File: src/rtl/fifo_wr_arbiter.sv
// fifo_wr_arbiter: round-robin arbiter sharing the single fifo_11 write port
// between NUM_REQ valid/ready producers. Each grant accepts up to MAX_BURST
// words; one arbitration cycle in IDLE precedes every burst.
// Optional feature macro: FIFO_ARB_STATS_EN adds stat_clr/stat_cnt with
// per-requester saturating accepted-word counters.
module fifo_wr_arbiter #(
  parameter int NUM_REQ   = 4,
  parameter int DATA_W    = 32,
  parameter int MAX_BURST = 4
) (
  input  logic                        clk,
  input  logic                        rst,
  input  logic [NUM_REQ-1:0]          req_valid,
  input  logic [NUM_REQ*DATA_W-1:0]   req_data,
  output logic [NUM_REQ-1:0]          req_ready,
  input  logic                        fifo_full,
  output logic                        fifo_w_en,
  output logic [DATA_W-1:0]           fifo_data_in,
  output logic [$clog2(NUM_REQ)-1:0]  grant_id,
  output logic                        busy
`ifdef FIFO_ARB_STATS_EN
  ,
  input  logic                        stat_clr,
  output logic [NUM_REQ*16-1:0]       stat_cnt
`endif
);

  localparam int ID_W = $clog2(NUM_REQ);

  typedef enum logic [0:0] {
    S_IDLE  = 1'b0,
    S_BURST = 1'b1
  } state_t;

  state_t            state_q, state_d;
  logic [ID_W-1:0]   rr_ptr_q, rr_ptr_d;
  logic [ID_W-1:0]   grant_q, grant_d;
  logic [3:0]        burst_cnt_q, burst_cnt_d;
  logic [ID_W-1:0]   pick_s;
  logic [ID_W-1:0]   next_ptr_s;
  logic              any_req_s;
  logic              accept_s;
  logic              burst_done_s;
  logic [DATA_W-1:0] slice_s [NUM_REQ];

  // Unpack the flat producer data bus into one word per requester.
  always_comb begin
    for (int i = 0; i < NUM_REQ; i++) begin
      slice_s[i] = req_data[i*DATA_W +: DATA_W];
    end
  end

  // Round-robin pick: first valid index searching from rr_ptr upward, wrapping.
  always_comb begin
    logic [ID_W:0] idx_v;
    logic          found_v;
    pick_s  = rr_ptr_q;
    found_v = 1'b0;
    idx_v   = '0;
    for (int off = 0; off < NUM_REQ; off++) begin
      idx_v = {1'b0, rr_ptr_q} + (ID_W+1)'(off);
      if (idx_v >= (ID_W+1)'(NUM_REQ)) begin
        idx_v = idx_v - (ID_W+1)'(NUM_REQ);
      end else begin
        idx_v = idx_v;
      end
      if (!found_v && req_valid[idx_v[ID_W-1:0]]) begin
        found_v = 1'b1;
        pick_s  = idx_v[ID_W-1:0];
      end else begin
        found_v = found_v;
      end
    end
  end

  assign any_req_s    = |req_valid;
  assign accept_s     = (state_q == S_BURST) && req_valid[grant_q] && !fifo_full;
  assign burst_done_s = accept_s && ((burst_cnt_q + 4'd1) == 4'(MAX_BURST));
  assign next_ptr_s   = (grant_q == ID_W'(NUM_REQ-1)) ? '0 : grant_q + ID_W'(1);

  // FSM state register; reset drops any word in flight.
  always_ff @(posedge clk or posedge rst) begin
    if (rst) begin
      state_q <= S_IDLE;
    end else begin
      state_q <= state_d;
    end
  end

  // FSM next state: arbitrate in IDLE, leave BURST on full burst or dropped valid.
  always_comb begin
    state_d = state_q;
    case (state_q)
      S_IDLE: begin
        if (any_req_s) begin
          state_d = S_BURST;
        end else begin
          state_d = S_IDLE;
        end
      end
      S_BURST: begin
        if (!req_valid[grant_q] || burst_done_s) begin
          state_d = S_IDLE;
        end else begin
          state_d = S_BURST;
        end
      end
      default: state_d = S_IDLE;
    endcase
  end

  // Next grant, pointer and burst counter; fifo_full simply holds everything.
  always_comb begin
    grant_d     = grant_q;
    rr_ptr_d    = rr_ptr_q;
    burst_cnt_d = burst_cnt_q;
    case (state_q)
      S_IDLE: begin
        if (any_req_s) begin
          grant_d     = pick_s;
          burst_cnt_d = 4'd0;
        end else begin
          grant_d     = grant_q;
        end
      end
      S_BURST: begin
        if (accept_s) begin
          burst_cnt_d = burst_cnt_q + 4'd1;
        end else begin
          burst_cnt_d = burst_cnt_q;
        end
        if (!req_valid[grant_q] || burst_done_s) begin
          rr_ptr_d = next_ptr_s;
        end else begin
          rr_ptr_d = rr_ptr_q;
        end
      end
      default: begin
        burst_cnt_d = 4'd0;
      end
    endcase
  end

  // Arbitration bookkeeping registers.
  always_ff @(posedge clk or posedge rst) begin
    if (rst) begin
      grant_q     <= '0;
      rr_ptr_q    <= '0;
      burst_cnt_q <= 4'd0;
    end else begin
      grant_q     <= grant_d;
      rr_ptr_q    <= rr_ptr_d;
      burst_cnt_q <= burst_cnt_d;
    end
  end

  // FSM outputs: only the granted requester sees ready, and only in BURST.
  always_comb begin
    req_ready    = '0;
    fifo_w_en    = 1'b0;
    fifo_data_in = '0;
    busy         = 1'b0;
    if (state_q == S_BURST) begin
      busy               = 1'b1;
      req_ready[grant_q] = !fifo_full;
      fifo_w_en          = accept_s;
      if (accept_s) begin
        fifo_data_in = slice_s[grant_q];
      end else begin
        fifo_data_in = '0;
      end
    end else begin
      busy = 1'b0;
    end
  end

  assign grant_id = grant_q;

`ifdef FIFO_ARB_STATS_EN
  logic [15:0] stat_q [NUM_REQ];

  // Per-requester accepted-word counters; clear beats a same-cycle increment.
  always_ff @(posedge clk or posedge rst) begin
    if (rst) begin
      for (int i = 0; i < NUM_REQ; i++) begin
        stat_q[i] <= 16'd0;
      end
    end else begin
      for (int i = 0; i < NUM_REQ; i++) begin
        if (stat_clr) begin
          stat_q[i] <= 16'd0;
        end else if (accept_s && (grant_q == ID_W'(i)) && (stat_q[i] != 16'hFFFF)) begin
          stat_q[i] <= stat_q[i] + 16'd1;
        end else begin
          stat_q[i] <= stat_q[i];
        end
      end
    end
  end

  // Pack counters onto the flat statistics bus.
  always_comb begin
    for (int i = 0; i < NUM_REQ; i++) begin
      stat_cnt[i*16 +: 16] = stat_q[i];
    end
  end
`endif

endmodule

File: config.mk
export PLATFORM = sky130hd
export DESIGN_NAME = fifo_wr_arbiter
export DESIGN_NICKNAME = d
export VERILOG_FILES = /design/src/rtl/fifo_wr_arbiter.sv
export SDC_FILE = /design/constraint.sdc
export NUM_CORES = 1
export LEC_CHECK = 0
export BUFFER_PORTS_ARGS = -buffer_cell sky130_fd_sc_hd__buf_2
export CAP_MARGIN = 20
export CORE_ASPECT_RATIO = 0.5
export CORE_UTILIZATION = 35
export CTS_CLUSTER_DIAMETER = 40
export DETAILED_ROUTE_END_ITERATION = 7
export PLACE_DENSITY = 0.82
export SLEW_MARGIN = 10
export SYNTH_ARGS = -nofsm -noshare
export SYNTH_HDL_FRONTEND = slang
export SYNTH_SLANG_ARGS = --single-unit
export TNS_END_PERCENT = 20
File: constraint.sdc
create_clock -name clk -period 2.7 [get_ports clk]
set_clock_uncertainty 0.1 [all_clocks]
set_input_delay 0.54 -clock clk [delete_from_list [all_inputs] [get_ports clk]]
set_output_delay 0.54 -clock clk [all_outputs]
set_load 0.1 [all_outputs]
==> results.sh <==
export IMPL_clock_root_buffer="clkbuf_8"
export IMPL_relSlewSlack_pct=67.1
export IMPL_grt_pass1_vias=2110
export IMPL_cp_top_family="buffers and inverters"
export IMPL_drt_antenna_violating_nets=0
export IMPL_cp_num_buf_inv=2
export IMPL_synth_seq_cells=9
export IMPL_tightest_slew_ns=0.497
export IMPL_start_util_pct=38.8
export IMPL_antenna_found_initial=0
export IMPL_synth_fp_nets=285
export IMPL_syn_avg_cell_area_um2=11.0
export IMPL_wirelength_um=6600
export IMPL_fin_setup_tns_ns=0
export IMPL_cts_max_path_buffers=2
export IMPL_dp_hpwl_um=5560
export IMPL_num_vias=2035
export IMPL_clock_sinks=9
export IMPL_n_antenna_cell=0
export IMPL_grt_pass1_wl_um=10300
export IMPL_row_count=16
export IMPL_final_design_area_no_fill_um2=2770
export IMPL_seq_area_frac_synth_pct=14.1
export IMPL_crit_type="reg -> out"
export IMPL_p_leak_nw=1.48
export IMPL_layout_common_cells="146 x buf_2, 33 x mux4_2, 32 x and3_2"
export IMPL_drv_slew=0
export IMPL_grt_max_degree=37
export IMPL_htreeDepth=1
export IMPL_ys_warn_count=0
export IMPL_synth_area_um2=1600
export IMPL_cp_end_kind="output pin"
export IMPL_fmax_mhz=376
export IMPL_area_growth_syn_to_layout_pct=73.5
export IMPL_io_buffers=174
export IMPL_p_switching_mw=1.92
export IMPL_crit_required_ns=2.06
export IMPL_switching_share_pct=60.4
export IMPL_place_area_um2=2670
export IMPL_hold_viol_final=0
export IMPL_clk_pin_slew_ns=0.05
export IMPL_fin_crit_sh_pct=98.5
export IMPL_intPower_mw=1.26
export IMPL_grt_util_all_layers_pct=27.3
export IMPL_die_area_um2=4860
export IMPL_die_w_um=97.6
export IMPL_maxCapViolations=0
export IMPL_routedWlPerCell_um=17.9
export IMPL_die_h_um=49.8
export IMPL_insertion_delay_ns=0.24
export IMPL_arrival_ns=2.02
export IMPL_power_frac_seq_pct=9.3
export IMPL_cp_start_kind="register"
export IMPL_post_cts_buffers=0
export IMPL_overflow=0
export IMPL_hold_buffers=0
export IMPL_ios=175
export IMPL_post_cts_resized=0
export IMPL_core_area_um2=4120
export IMPL_pwr_share_clk_pct=5.1
export IMPL_hold_class="in -> async"
export IMPL_drc=0
export IMPL_setup_viol=0
export IMPL_viasPerCell=5.53
export IMPL_cts_tree="done"
export IMPL_cp_max_fo=29
export IMPL_drt_iter0_drc=61
export IMPL_slowest_stage="dfrtp_4"
export IMPL_final_common_cell="buf_2"
export IMPL_finalCriticalPeriod_ns=2.66
export IMPL_path_cells="mux4_2 -> buf_4 -> and3_2 -> buf_2"
export IMPL_p_comb_share_pct=85.6
export IMPL_hold_ws_ns=0.151
export IMPL_synth_cell_types=29
export IMPL_synthCells=145
export IMPL_drive_gt1_share_pct=83.1
export IMPL_p_per_area_nw_per_um2=1140
export IMPL_numCtsBuffers=3
export IMPL_max_stage_delay_ns=0.51
export IMPL_gp_congestion=0.930
export IMPL_status="complete, no violations"
export IMPL_dr_pass1_iters=4
export IMPL_nets=455
export IMPL_vdd_drop_max_mv=0.737
==> area by class of cell <==
class / instances / area (µm²)
Fill cell: 316 / 1350
Multi-Input combinational cell: 116 / 1330
Timing Repair Buffer: 180 / 1080
Sequential cell: 9 / 231
Tap cell: 54 / 67.6
Clock buffer: 4 / 45.0
Inverter: 5 / 18.8
==> power groups by stage <==
stage                     Combinational (mW)  Sequential [mW]  Clock, mW
after floorplan                         1.98            0.406          0
after global placement                  2.59            0.290          0
after detailed placement                2.66            0.292          0
after CTS                               2.67            0.290      0.164
after global routing                    2.84            0.306      0.174
final                                   2.72            0.295      0.161
==> synth_stat cells, drive strengths merged <==
master,n,area (µm²)
xor2,1,8.76
mux2,1,11.3
a21oi,2,10.0
mux2i,2,20.0
or4b,1,10.0
nor3b,1,7.51
o2111ai,1,8.76
or2,1,6.26
a21o,1,7.51
o21ai,7,35.0
nor2,5,18.8
ha,5,62.6
inv,5,18.8
a2bb2oi,1,8.76
a21boi,1,11.3
and2,4,25.0
nand3,4,20.0
dfrtp,9,225
clkbuf,9,33.8
and3,32,200
nand2,7,33.8
buf,6,35.0
a31oi,1,6.26
nor4,1,6.26
mux4,33,743
nor2b,4,25.0
==> registers in the layout, indices dropped and copies added, names as in the netlist <==
signal and count:
rr_ptr_q 2, burst_cnt_q 4, state_q 1, grant_id 2
==> cell families (layout without fill, tap and decap cells) <==
kind of cell / after synthesis / count (layout) / share of synthesized area, %
multiplexers: 36 / 36 / 48.4
adder cells (fa/ha/maj): 5 / 5 / 3.91
flip-flops: 9 / 9 / 14.1
XOR/XNOR: 1 / 1 / 0.548
AND/OR/NAND/NOR: 60 / 60 / 22.1
AO/OA/AOI/OAI: 14 / 14 / 5.48
buffers and inverters: 20 / 189 / 5.48
==> path summary, 6_finish.rpt <==
path                                       startpoint                         end  slack (ns)  cells after the start
setup / recovery              grant_id[0]$_DFFE_PP0P_             fifo_data_in[5]        0.04                      4
hold / removal                                    rst     grant_id[0]$_DFFE_PP0P_        0.15                      2
setup reg to reg           burst_cnt_q[1]$_DFFE_PP0P_     rr_ptr_q[1]$_DFFE_PP0P_        0.71                      4
hold reg to reg            burst_cnt_q[0]$_DFFE_PP0P_  burst_cnt_q[0]$_DFFE_PP0P_        0.40                      1
max in group asynchronous                         rst     grant_id[0]$_DFFE_PP0P_        2.07                      2
min in group clk           burst_cnt_q[0]$_DFFE_PP0P_  burst_cnt_q[0]$_DFFE_PP0P_        0.40                      1
==> through the flow <==
| stage | utilization [%] | cells | worst slack [ns] | total power [mW] |
|---|---|---|---|---|
| 2_1_floorplan | - | 145 | 0.0142 | 2.39 |
| 3_3_place_gp | 64.6 | 364 | 0.183 | 2.88 |
| 3_5_place_dp | 64.6 | 364 | 0.150 | 2.96 |
| 4_1_cts | 65.7 | 368 | 0.0300 | 3.12 |
| 5_1_grt | 67.3 | 368 | -0.0183 | 3.32 |
| 6_report | 67.3 | 368 | 0.0393 | 3.17 |
==> metal layers <==
layer  vias to the layer above  share of wire [%]  wire length [µm]  track usage (%)
met2                       106                 54              3550             49.2
met1                       993                 37              2450             33.7
met5                         -                  0                 0                0
met3                        18                6.8               451             5.11
met4                         0                2.4               157             8.58
li1                        918                  -                 -                -
No activity file was read; power rests on OpenSTA's default activity.
